File: src/rtl/fxp_div_seq_v2.sv
// Serial signed fixed-point divider: restoring division, UNROLL quotient bits per cycle,
// optional round-half-away, saturation and divide-by-zero handling behind valid/ready handshakes.
module fxp_div_seq_v2 #(
  parameter int unsigned WIDTH  = 14,
  parameter int unsigned AFBITS = 7,
  parameter int unsigned BWIDTH = 12,
  parameter int unsigned BFBITS = 0,
  parameter int unsigned QWIDTH = 14,
  parameter int unsigned QFBITS = 7,
  parameter int unsigned UNROLL = 1,
  parameter int unsigned TAGW   = 4
) (
  input  logic              clk,
  input  logic              rst,
  input  logic              in_valid,
  output logic              in_ready,
  input  logic [WIDTH-1:0]  a,
  input  logic [BWIDTH-1:0] b,
  input  logic              rnd,
  input  logic [TAGW-1:0]   tag_in,
  output logic              out_valid,
  input  logic              out_ready,
  output logic [QWIDTH-1:0] q,
  output logic [TAGW-1:0]   tag_out,
  output logic              dz,
  output logic              ovf
);
  localparam int unsigned SHIFT = QFBITS + BFBITS - AFBITS;
  localparam int unsigned NW    = WIDTH + SHIFT;
  localparam int unsigned RW    = BWIDTH + 1;
  localparam int unsigned CW    = $clog2(NW + UNROLL + 1);
  localparam int unsigned MW    = ((NW + 1 > QWIDTH) ? NW + 1 : QWIDTH) + 1;

  localparam logic [MW-1:0]     POS_LIM = MW'((64'd1 << (QWIDTH - 1)) - 64'd1);
  localparam logic [MW-1:0]     NEG_LIM = MW'(64'd1 << (QWIDTH - 1));
  localparam logic [QWIDTH-1:0] QMAX    = {1'b0, {(QWIDTH - 1){1'b1}}};
  localparam logic [QWIDTH-1:0] QMIN    = {1'b1, {(QWIDTH - 1){1'b0}}};

  typedef enum logic [1:0] {IDLE, CALC, FIN, OUT} state_t;

  state_t            state;
  logic [NW-1:0]     n_r;
  logic [RW-1:0]     rem_r;
  logic [BWIDTH-1:0] den_r;
  logic [CW-1:0]     step_r;
  logic              sgn_r;
  logic              aneg_r;
  logic              zero_r;
  logic              rnd_r;
  logic [TAGW-1:0]   tag_r;

  logic [WIDTH-1:0]  a_abs;
  logic [BWIDTH-1:0] b_abs;

  // Magnitudes at full operand width so the most-negative value maps to 2^(W-1).
  assign a_abs = a[WIDTH-1] ? WIDTH'(-a) : a;
  assign b_abs = b[BWIDTH-1] ? BWIDTH'(-b) : b;

  // One CALC cycle: up to UNROLL restoring sub-steps; n_r shifts the dividend out and the quotient in.
  logic [NW-1:0] n_nx;
  logic [RW-1:0] rem_nx;
  logic [RW-1:0] trial;
  always_comb begin
    n_nx   = n_r;
    rem_nx = rem_r;
    trial  = '0;
    for (int u = 0; u < UNROLL; u++) begin
      if (CW'(u) + step_r < CW'(NW)) begin
        trial = {rem_nx[RW-2:0], n_nx[NW-1]};
        n_nx  = {n_nx[NW-2:0], 1'b0};
        if (trial >= {1'b0, den_r}) begin
          rem_nx  = trial - {1'b0, den_r};
          n_nx[0] = 1'b1;
        end else begin
          rem_nx = trial;
        end
      end
    end
  end

  // Result shaping for FIN: rounding, sign, saturation and divide-by-zero override.
  logic [MW-1:0]     qm;
  logic [QWIDTH-1:0] q_fin;
  logic              ovf_fin;
  logic              neg;
  always_comb begin
    qm = MW'(n_r);
    if (rnd_r && ({rem_r, 1'b0} >= {2'b00, den_r})) qm = qm + MW'(1);
    neg     = sgn_r && (qm != '0);
    q_fin   = QWIDTH'(qm);
    ovf_fin = 1'b0;
    if (zero_r) begin
      q_fin = aneg_r ? QMIN : QMAX;
    end else if (!neg) begin
      if (qm > POS_LIM) begin
        q_fin   = QMAX;
        ovf_fin = 1'b1;
      end
    end else if (qm > NEG_LIM) begin
      q_fin   = QMIN;
      ovf_fin = 1'b1;
    end else begin
      q_fin = QWIDTH'(MW'(0) - qm);
    end
  end

  always_ff @(posedge clk or posedge rst) begin
    if (rst) begin
      state     <= IDLE;
      in_ready  <= 1'b1;
      out_valid <= 1'b0;
      q         <= '0;
      tag_out   <= '0;
      dz        <= 1'b0;
      ovf       <= 1'b0;
      n_r       <= '0;
      rem_r     <= '0;
      den_r     <= '0;
      step_r    <= '0;
      sgn_r     <= 1'b0;
      aneg_r    <= 1'b0;
      zero_r    <= 1'b0;
      rnd_r     <= 1'b0;
      tag_r     <= '0;
    end else begin
      case (state)
        IDLE: begin
          if (in_valid) begin
            n_r      <= NW'(a_abs) << SHIFT;
            rem_r    <= '0;
            den_r    <= b_abs;
            step_r   <= '0;
            sgn_r    <= a[WIDTH-1] ^ b[BWIDTH-1];
            aneg_r   <= a[WIDTH-1];
            zero_r   <= (b == '0);
            rnd_r    <= rnd;
            tag_r    <= tag_in;
            in_ready <= 1'b0;
            state    <= CALC;
          end
        end
        CALC: begin
          n_r    <= n_nx;
          rem_r  <= rem_nx;
          step_r <= step_r + CW'(UNROLL);
          if (step_r + CW'(UNROLL) >= CW'(NW)) state <= FIN;
        end
        FIN: begin
          q         <= q_fin;
          ovf       <= ovf_fin;
          dz        <= zero_r;
          tag_out   <= tag_r;
          out_valid <= 1'b1;
          state     <= OUT;
        end
        OUT: begin
          if (out_ready) begin
            out_valid <= 1'b0;
            in_ready  <= 1'b1;
            state     <= IDLE;
          end
        end
        default: state <= IDLE;
      endcase
    end
  end
endmodule

File: config.mk
export PLATFORM = sky130hd
export DESIGN_NAME = fxp_div_seq_v2
export DESIGN_NICKNAME = d
export VERILOG_FILES = /design/src/rtl/fxp_div_seq_v2.sv
export SDC_FILE = /design/constraint.sdc
export NUM_CORES = 1
export LEC_CHECK = 0
export ABC_AREA = 1
export BUFFER_PORTS_ARGS = -buffer_cell sky130_fd_sc_hd__buf_2
export CAP_MARGIN = 40
export CORE_MARGIN = 2
export CORE_UTILIZATION = 31
export DETAILED_ROUTE_END_ITERATION = 8
export PLACE_DENSITY = 0.57
export SLEW_MARGIN = 10
export SYNTH_ARGS = -nofsm -noshare
export SYNTH_HDL_FRONTEND = slang
export SYNTH_SLANG_ARGS = --single-unit
File: constraint.sdc
create_clock -name clk -period 7.8 [get_ports clk]
set_clock_uncertainty 0.15 [all_clocks]
set_input_delay 0 -clock clk [delete_from_list [all_inputs] [get_ports clk]]
set_output_delay 0 -clock clk [all_outputs]
set_load 0.02 [all_outputs]
Word level (Yosys, flattened, before mapping):

Index checks and enable logic that the tools add are counted.
Widths: inputs -> output; s select.

* word-level logic and storage cells: 81
* output and inout bits: 22
* flip-flop bits (word level): 75
* bits of input ports: 35

* $lt $le $gt $ge: 6
* equal/unequal tests: 7
* reduce and logical (&&, ||, !) cells: 14
* $add $sub $neg: 6
* muxes and demuxes: 31
* bitwise gates (word level): 1

Operator list (number)
* $mux 14: 8
* $mux 13: 3
* $pmux 14 s2: 1
* $pmux 13 s2: 1
* $reduce_bool 16->1: 1
* $add 14x1->15 const B: 1
* $gt 15x13->1 const B: 1
* $gt 15x14->1 const B: 1
* $mux 15: 1
* $ge 14x12->1: 1
* $neg 14->14: 1
* $sub 1x14->14 const A: 1
* $ge 13x12->1: 1
* $sub 13x12->13: 1
* $logic_not 12->1: 1
* $mux 12: 1
* $neg 12->12: 1
* $reduce_and 3->1: 3
* $mux 1: 8
* $ne 2x2->1 const B: 4
* $pmux 2 s4: 1
* $pmux 4 s2: 1
* $mux 2: 3
* $reduce_and 2->1: 3
* 11 further kinds: 16

Longest topological paths before layout:

* depth after elaboration: 7
* mapped depth: 23
* mapped depth without buffers: 22

Worst setup path after synthesis:

OpenSTA, ideal clock, no wires.

* path kind: register to register
* from: reg rem_r[7]
* to: reg q[11]
* arrival time: 2.506 ns
* slack: 5.023 ns
* buffers on the path: 1
* data required time: 7.530 ns
* cell stages (with the launch flop): 22
* library setup time: 0.120 ns
* clock period less this slack: 2.777 ns
* path through: dfrtp_1 -> ha_1 -> nand2_2 -> inv_1 -> nand2_1 -> nand2_1 -> a21oi_2 -> nand2_4 -> nand2_4 -> buf_6 -> nand2_1 -> nand2_1 -> ha_1 -> nand2_1 -> nor2_2 -> nand2_4 -> nor2_2 -> nor2_4 -> nand2_8 -> o21ai_2 -> nand2_1 -> nand2_1

* word-level cells in the longest chain between the ends: 7
* elaborated cells between the ends (all ways): 12
* those cells by class: add/sub (1); order compare (3); mux (5); reduce/logical (3)

RTL lines
* start: declaration: line 43 `logic [RW-1:0] rem_r;`
* start signal: assignment: line 144 `rem_r <= rem_nx;`
* $ge 14x12->1 *: line 88 `if (rnd_r && ({rem_r, 1'b0} >= {2'b00, den_r})) qm = qm + MW'(1);`
* $logic_and 1x1->1 *: line 88
* $mux 15 *: line 88
* $sub 1x14->14 (tied with other cells): line 103 `q_fin = QWIDTH'(MW'(0) - qm);`
* $mux 14 (tied with other cells): line 99 `end else if (qm > NEG_LIM) begin`
* $mux 14 *: line 94 `end else if (!neg) begin`
* $mux 14 *: line 92 `if (zero_r) begin`
* end signal: assignment: line 149 `q <= q_fin;`
* end: declaration: line 23 `output logic [QWIDTH-1:0] q,`

Every way passes the cells marked *; elsewhere a longest branch is shown, timed or not.
A chain may end at the register's enable or synchronous reset.

Worst setup path after layout:

* from: reg state[0]
* to: reg n_r[10]

* word-level cells in the longest chain between the ends: 3
* elaborated cells between the ends (all ways): 7
* those cells by class: eq/ne (3); mux (1); reduce/logical (3)

RTL lines
* start: declaration: line 41 `state_t state;`
* start signal: assignment: line 109 `state <= IDLE;`
* start signal: assignment: line 139 `state <= CALC;`
* start signal: assignment: line 146 `if (step_r + CW'(UNROLL) >= CW'(NW)) state <= FIN;`
* $eq 2x1->1 / $logic_not 2->1 (equally long branches): line 126 `case (state)`
* $ne 2x2->1 (no line) / $reduce_bool 2->1 (equally long branches)
* $reduce_and 3->1 (no line)
* end signal: assignment: line 129 `n_r <= NW'(a_abs) << SHIFT;`
* end signal: assignment: line 143 `n_r <= n_nx;`
* end: declaration: line 42 `logic [NW-1:0] n_r;`

Several ways; a longest one is shown, not always the timed one.

==> impl_summary.md <==
Status
The run finished with clean final reports.

Clocking
The H-tree generated during clock tree synthesis spans 3 levels. Buffers added to address setup during post-CTS repair amount to 0. The clock tree from TritonCTS is done.

The clock network latency to the later pin of the worst-skew pair is 0.35 ns. The clock passes through at most 2 buffers. Clock tree synthesis inserted a total of 9 buffers. The number of resized instances in the post-cts repair step is 0.

The cell sitting at the root of the clock tree is a sky130_fd_sc_hd__clkbuf_16. CTS saw 75 sinks. Buffers inserted to repair hold after CTS numbered 37. The clock transition time at the flip-flop clock pins of the worst setup and hold paths is 0.06 ns.

Yosys
By area, the combinational part of the netlist is dominated by simple AND/OR/NAND/NOR gates. After synthesis the cells add up to 5730 µm². For this run, the register share of the synthesized area comes to 32.8%.

The synthesized area divided by synthesized cell count is 7.13 µm². Summing the areas of all and, or, nand and nor instances in the mapped netlist gives 32.5% of the synthesized area. The portion of netlist area occupied by mux cells is 0%.

The post-synthesis async set-or-reset flop share is 100%. In this run, synthesis produced a sequential element count of 75. In this run the biggest area consumer among cell types represents 32.3% of the synthesized area. In the synthesized netlist the dominant register cell turns out to be sky130_fd_sc_hd__dfrtp_1. The adder-cell share of the synthesized area is 5.15%. The gate count of the mapped netlist is 804. The number of enable flip-flop cells after synthesis is 0. By area the synthesized netlist is led by sky130_fd_sc_hd__dfrtp_1, sky130_fd_sc_hd__nand2_1, sky130_fd_sc_hd__inv_1. The synthesized netlist devotes 4.89% of its cell area to XOR and XNOR gates.

Synthesis produced a netlist with a net count of 862. Of all cell types, the one taking the most synthesized area is sky130_fd_sc_hd__dfrtp_1. The synthesized netlist devotes 15.6% of its cell area to compound gates. After synthesis, the netlist uses 53 different library cells. For this run, the number of Yosys warnings is 0.

Route
The DRC violation count after routing is 0. The number of DRC markers after the initial detailed-route iteration is 359. After detailed routing, the number of vias per cell comes to 4.80.

The sum of met2 wire segment lengths after detailed routing is 6.97 mm. The detailed router put a total of 7.02 mm of wire on met1. The detail-routed net length per standard cell is 13.1 µm.

The top routing layer in use is met4. The first-pass detailed-route iteration total is 4. Once detail routing completed, the nets flagged for antenna violations numbered 0.

Summing over every cut layer, the via total after detailed routing is 5,357. The final wirelength is 14.7 mm. In the detailed route, the total length drawn on met3 is 435 µm.

Floorplanning
In this run the core area contains 49 standard-cell rows. The die is 140 µm tall. The starting utilization of the core area is 31.8%. The die covers 19,600 µm². After floorplanning, the core was sized to cover 18,000 µm². The die width is 140 µm. 57 I/O pins were placed.

Final layout
At the end of the flow, the number of nets in the layout was 942. The footprint of the multi-input gates is 3330 µm². The repair_antennas step left the layout with diodes totalling 0. From synthesis to final layout, the design area changed by 19.8%.

Excluding fillers, the count of instances in the completed layout stands at 1,117. Cells with a size suffix above 1 make up 16.2% of the layout. The sequential cells in the finished layout cover a total of 1880 µm². The fill cell instance count of the final layout is 1,955.

STA
The number of slew-limit violations in the final report was 0. Adding up every negative setup slack in the final design gives 0 ns. For the pin with the worst max-slew slack, the measured transition is 0.856 ns. The number of failing hold endpoints at the final stage came to 0. The total setup violations reported at the end of the flow is 0. On the final layout, the worst hold slack is 0.0479 ns. The clock period could shrink to 3.78 ns. The worst relative slew slack is 42.8%.

Dividing the final minimum period by the clock period gives 48.5%. Setup repair after global routing left no endpoint under its margin. Based on the critical path, the design can be clocked at up to 0.265 GHz.

Pwr
For this design the static power due to leakage is 0.00336 µW. In this run the power density over the cells is 453 nW/µm². The net switching power of the design is 1600 µW. Net switching is 51.6% of the power. The cell-internal power is 1510 µW. Per report_power, the sequential group accounts for 23.9% of the total. VDD sags by at most 0.151 mV.

The part of the power in the clock network is 13.8%. The part of the power in combinational logic is 62.3%.

Global routing
The number of global-route vias before repair is 5,220. The pin count of the biggest net entering global routing is 54. The number of antenna violations at the first check in global routing is 0. Across every metal layer, demand over resource in global routing totals 15.5%. The global-route wire length before repair is 25.0 mm. The global-route congestion overflow total is 0.

Flow run
The max-capacitance violation count is 0.

Place
At the end of routability-driven placement, the weighted congestion stood at 0.835. The wire-length estimate of the detail-placed layout is 11.1 mm. The count of input and output buffers is 56. The number of placed instances, taps included is 1,065.

Setup path
At the worst endpoint, the arrival time is 3.84 ns. The worst setup path is captured at a register. The required time reported for the critical path endpoint is 7.86 ns. STA classifies the critical path startpoint as a register.

The critical-path maximum fanout is 30. The critical path is of the register to register type.

Min path
The worst hold path belongs to the class input pin to register.
==> cell families (layout without fill, tap and decap cells) <==
family,Yosys count,after routing
AO/OA/AOI/OAI,148,148
XOR/XNOR,32,32
adder cells (fa/ha/maj),23,23
buffers and inverters,127,211
flip-flops,75,75
AND/OR/NAND/NOR,399,399
==> per-stage QoR <==
stage          power [µW]  util, %  worst slack [ns]  area, µm²
4_1_cts              3140     38.1              3.96       6870
6_report             3110     38.1              4.02       6870
5_1_grt              3440     38.1              3.51       6870
2_1_floorplan        2280        -              5.02       5730
3_3_place_gp         2650     34.2              4.16       6160
3_5_place_dp         2680     34.4              3.97       6200
==> area by class of cell <==
class	instances	area share, %
timing repair buffer	97	10.2
tap	229	4.17
sequential	75	27.3
inverter	99	5.41
clock buffer	10	3.48
multi-input combinational	602	48.5
clock inverter	5	0.874
==> synthesized netlist by cell type, types with 3 or more instances <==
library cell,count
sky130_fd_sc_hd__o31ai_1,3
sky130_fd_sc_hd__nor2_4,3
sky130_fd_sc_hd__xor2_1,25
sky130_fd_sc_hd__nand2_4,6
sky130_fd_sc_hd__o21ai_2,10
sky130_fd_sc_hd__ha_1,22
sky130_fd_sc_hd__o21ai_0,61
sky130_fd_sc_hd__buf_6,3
sky130_fd_sc_hd__o22ai_1,7
sky130_fd_sc_hd__nand3_2,6
sky130_fd_sc_hd__nand2_1,234
sky130_fd_sc_hd__inv_1,93
sky130_fd_sc_hd__nand3b_1,5
sky130_fd_sc_hd__nor2_1,51
sky130_fd_sc_hd__inv_2,5
sky130_fd_sc_hd__xnor2_1,7
sky130_fd_sc_hd__o211ai_1,19
sky130_fd_sc_hd__o21ai_1,9
sky130_fd_sc_hd__clkbuf_1,17
sky130_fd_sc_hd__dfrtp_1,74
sky130_fd_sc_hd__nand2_2,21
sky130_fd_sc_hd__nand4_1,7
sky130_fd_sc_hd__nand3_1,35
sky130_fd_sc_hd__nor2_2,4
sky130_fd_sc_hd__a21oi_1,26
sky130_fd_sc_hd__buf_2,4
sky130_fd_sc_hd__nor3_2,4
sky130_fd_sc_hd__nor3_1,13
==> registers in the layout, summed over array words and instances, names as in the netlist <==
register	flops
ovf	1
rem_r	13
zero_r	1
den_r	12
rnd_r	1
step_r	4
in_ready	1
tag_r	4
n_r	14
sgn_r	1
dz	1
state	2
out_valid	1
tag_out	4
aneg_r	1
q	14
==> routing by layer <==
layer | track usage, % | up-vias
met3 | 3.28 | 17
li1 | - | 2775
met2 | 26.1 | 76
met4 | 3.95 | 0
met5 | 0 | -
met1 | 20.2 | 2489
==> critical path: stages, from the launching register on <==
cell	delay (ns)
sky130_fd_sc_hd__dfrtp_1	0.38
sky130_fd_sc_hd__inv_1	0.09
sky130_fd_sc_hd__ha_1	0.25
sky130_fd_sc_hd__nand2_1	0.65
sky130_fd_sc_hd__o21ai_0	0.42
sky130_fd_sc_hd__nand2_1	0.57
sky130_fd_sc_hd__clkinv_1	0.69
sky130_fd_sc_hd__o211ai_1	0.30
sky130_fd_sc_hd__o21ai_0	0.12
==> power by group through the flow <==
stage | clock network, µW | logic (µW) | registers (µW)
global route | 458 | 2210 | 771
detailed placement | 0 | 1930 | 749
finish | 428 | 1940 | 743
global placement | 0 | 1900 | 749
floorplan | 0 | 1520 | 756
CTS | 438 | 1950 | 744
==> cell usage in the layout, fill, tap and decap left out, types with 5 or more instances in the layout <==
cell type                         n
sky130_fd_sc_hd__ha_1            22
sky130_fd_sc_hd__o21ai_1          9
sky130_fd_sc_hd__o21ai_2         10
sky130_fd_sc_hd__nor2_1          51
sky130_fd_sc_hd__clkbuf_16        9
sky130_fd_sc_hd__nand2_4          6
sky130_fd_sc_hd__nand2_2         21
sky130_fd_sc_hd__dfrtp_1         74
sky130_fd_sc_hd__o211ai_1        19
sky130_fd_sc_hd__nand3b_1         5
sky130_fd_sc_hd__xnor2_1          7
sky130_fd_sc_hd__inv_2            6
sky130_fd_sc_hd__a21oi_1         26
sky130_fd_sc_hd__nand3_1         35
sky130_fd_sc_hd__nand2_1        234
sky130_fd_sc_hd__nand3_2          6
sky130_fd_sc_hd__nor3_1          13
sky130_fd_sc_hd__nand4_1          7
sky130_fd_sc_hd__xor2_1          25
sky130_fd_sc_hd__dlygate4sd3_1   37
sky130_fd_sc_hd__o22ai_1          7
sky130_fd_sc_hd__buf_2           56
sky130_fd_sc_hd__o21ai_0         61
sky130_fd_sc_hd__inv_1           92
==> final timing paths <==
kind / from / endpoint / slack (ns) / depth (start not counted)
hold reg to reg: tag_out[0] / tag_out[0] / 0.32 / 2
hold / removal: a[1] / n_r[1] / 0.05 / 5
setup reg to reg: state[0] / n_r[10] / 4.02 / 8
setup / recovery: state[0] / n_r[10] / 4.02 / 8
max in group asynchronous: rst / in_ready / 6.81 / 5
min in group asynchronous: rst / tag_r[0] / 0.09 / 4
Note: power is estimated with default switching activity, not from simulation.
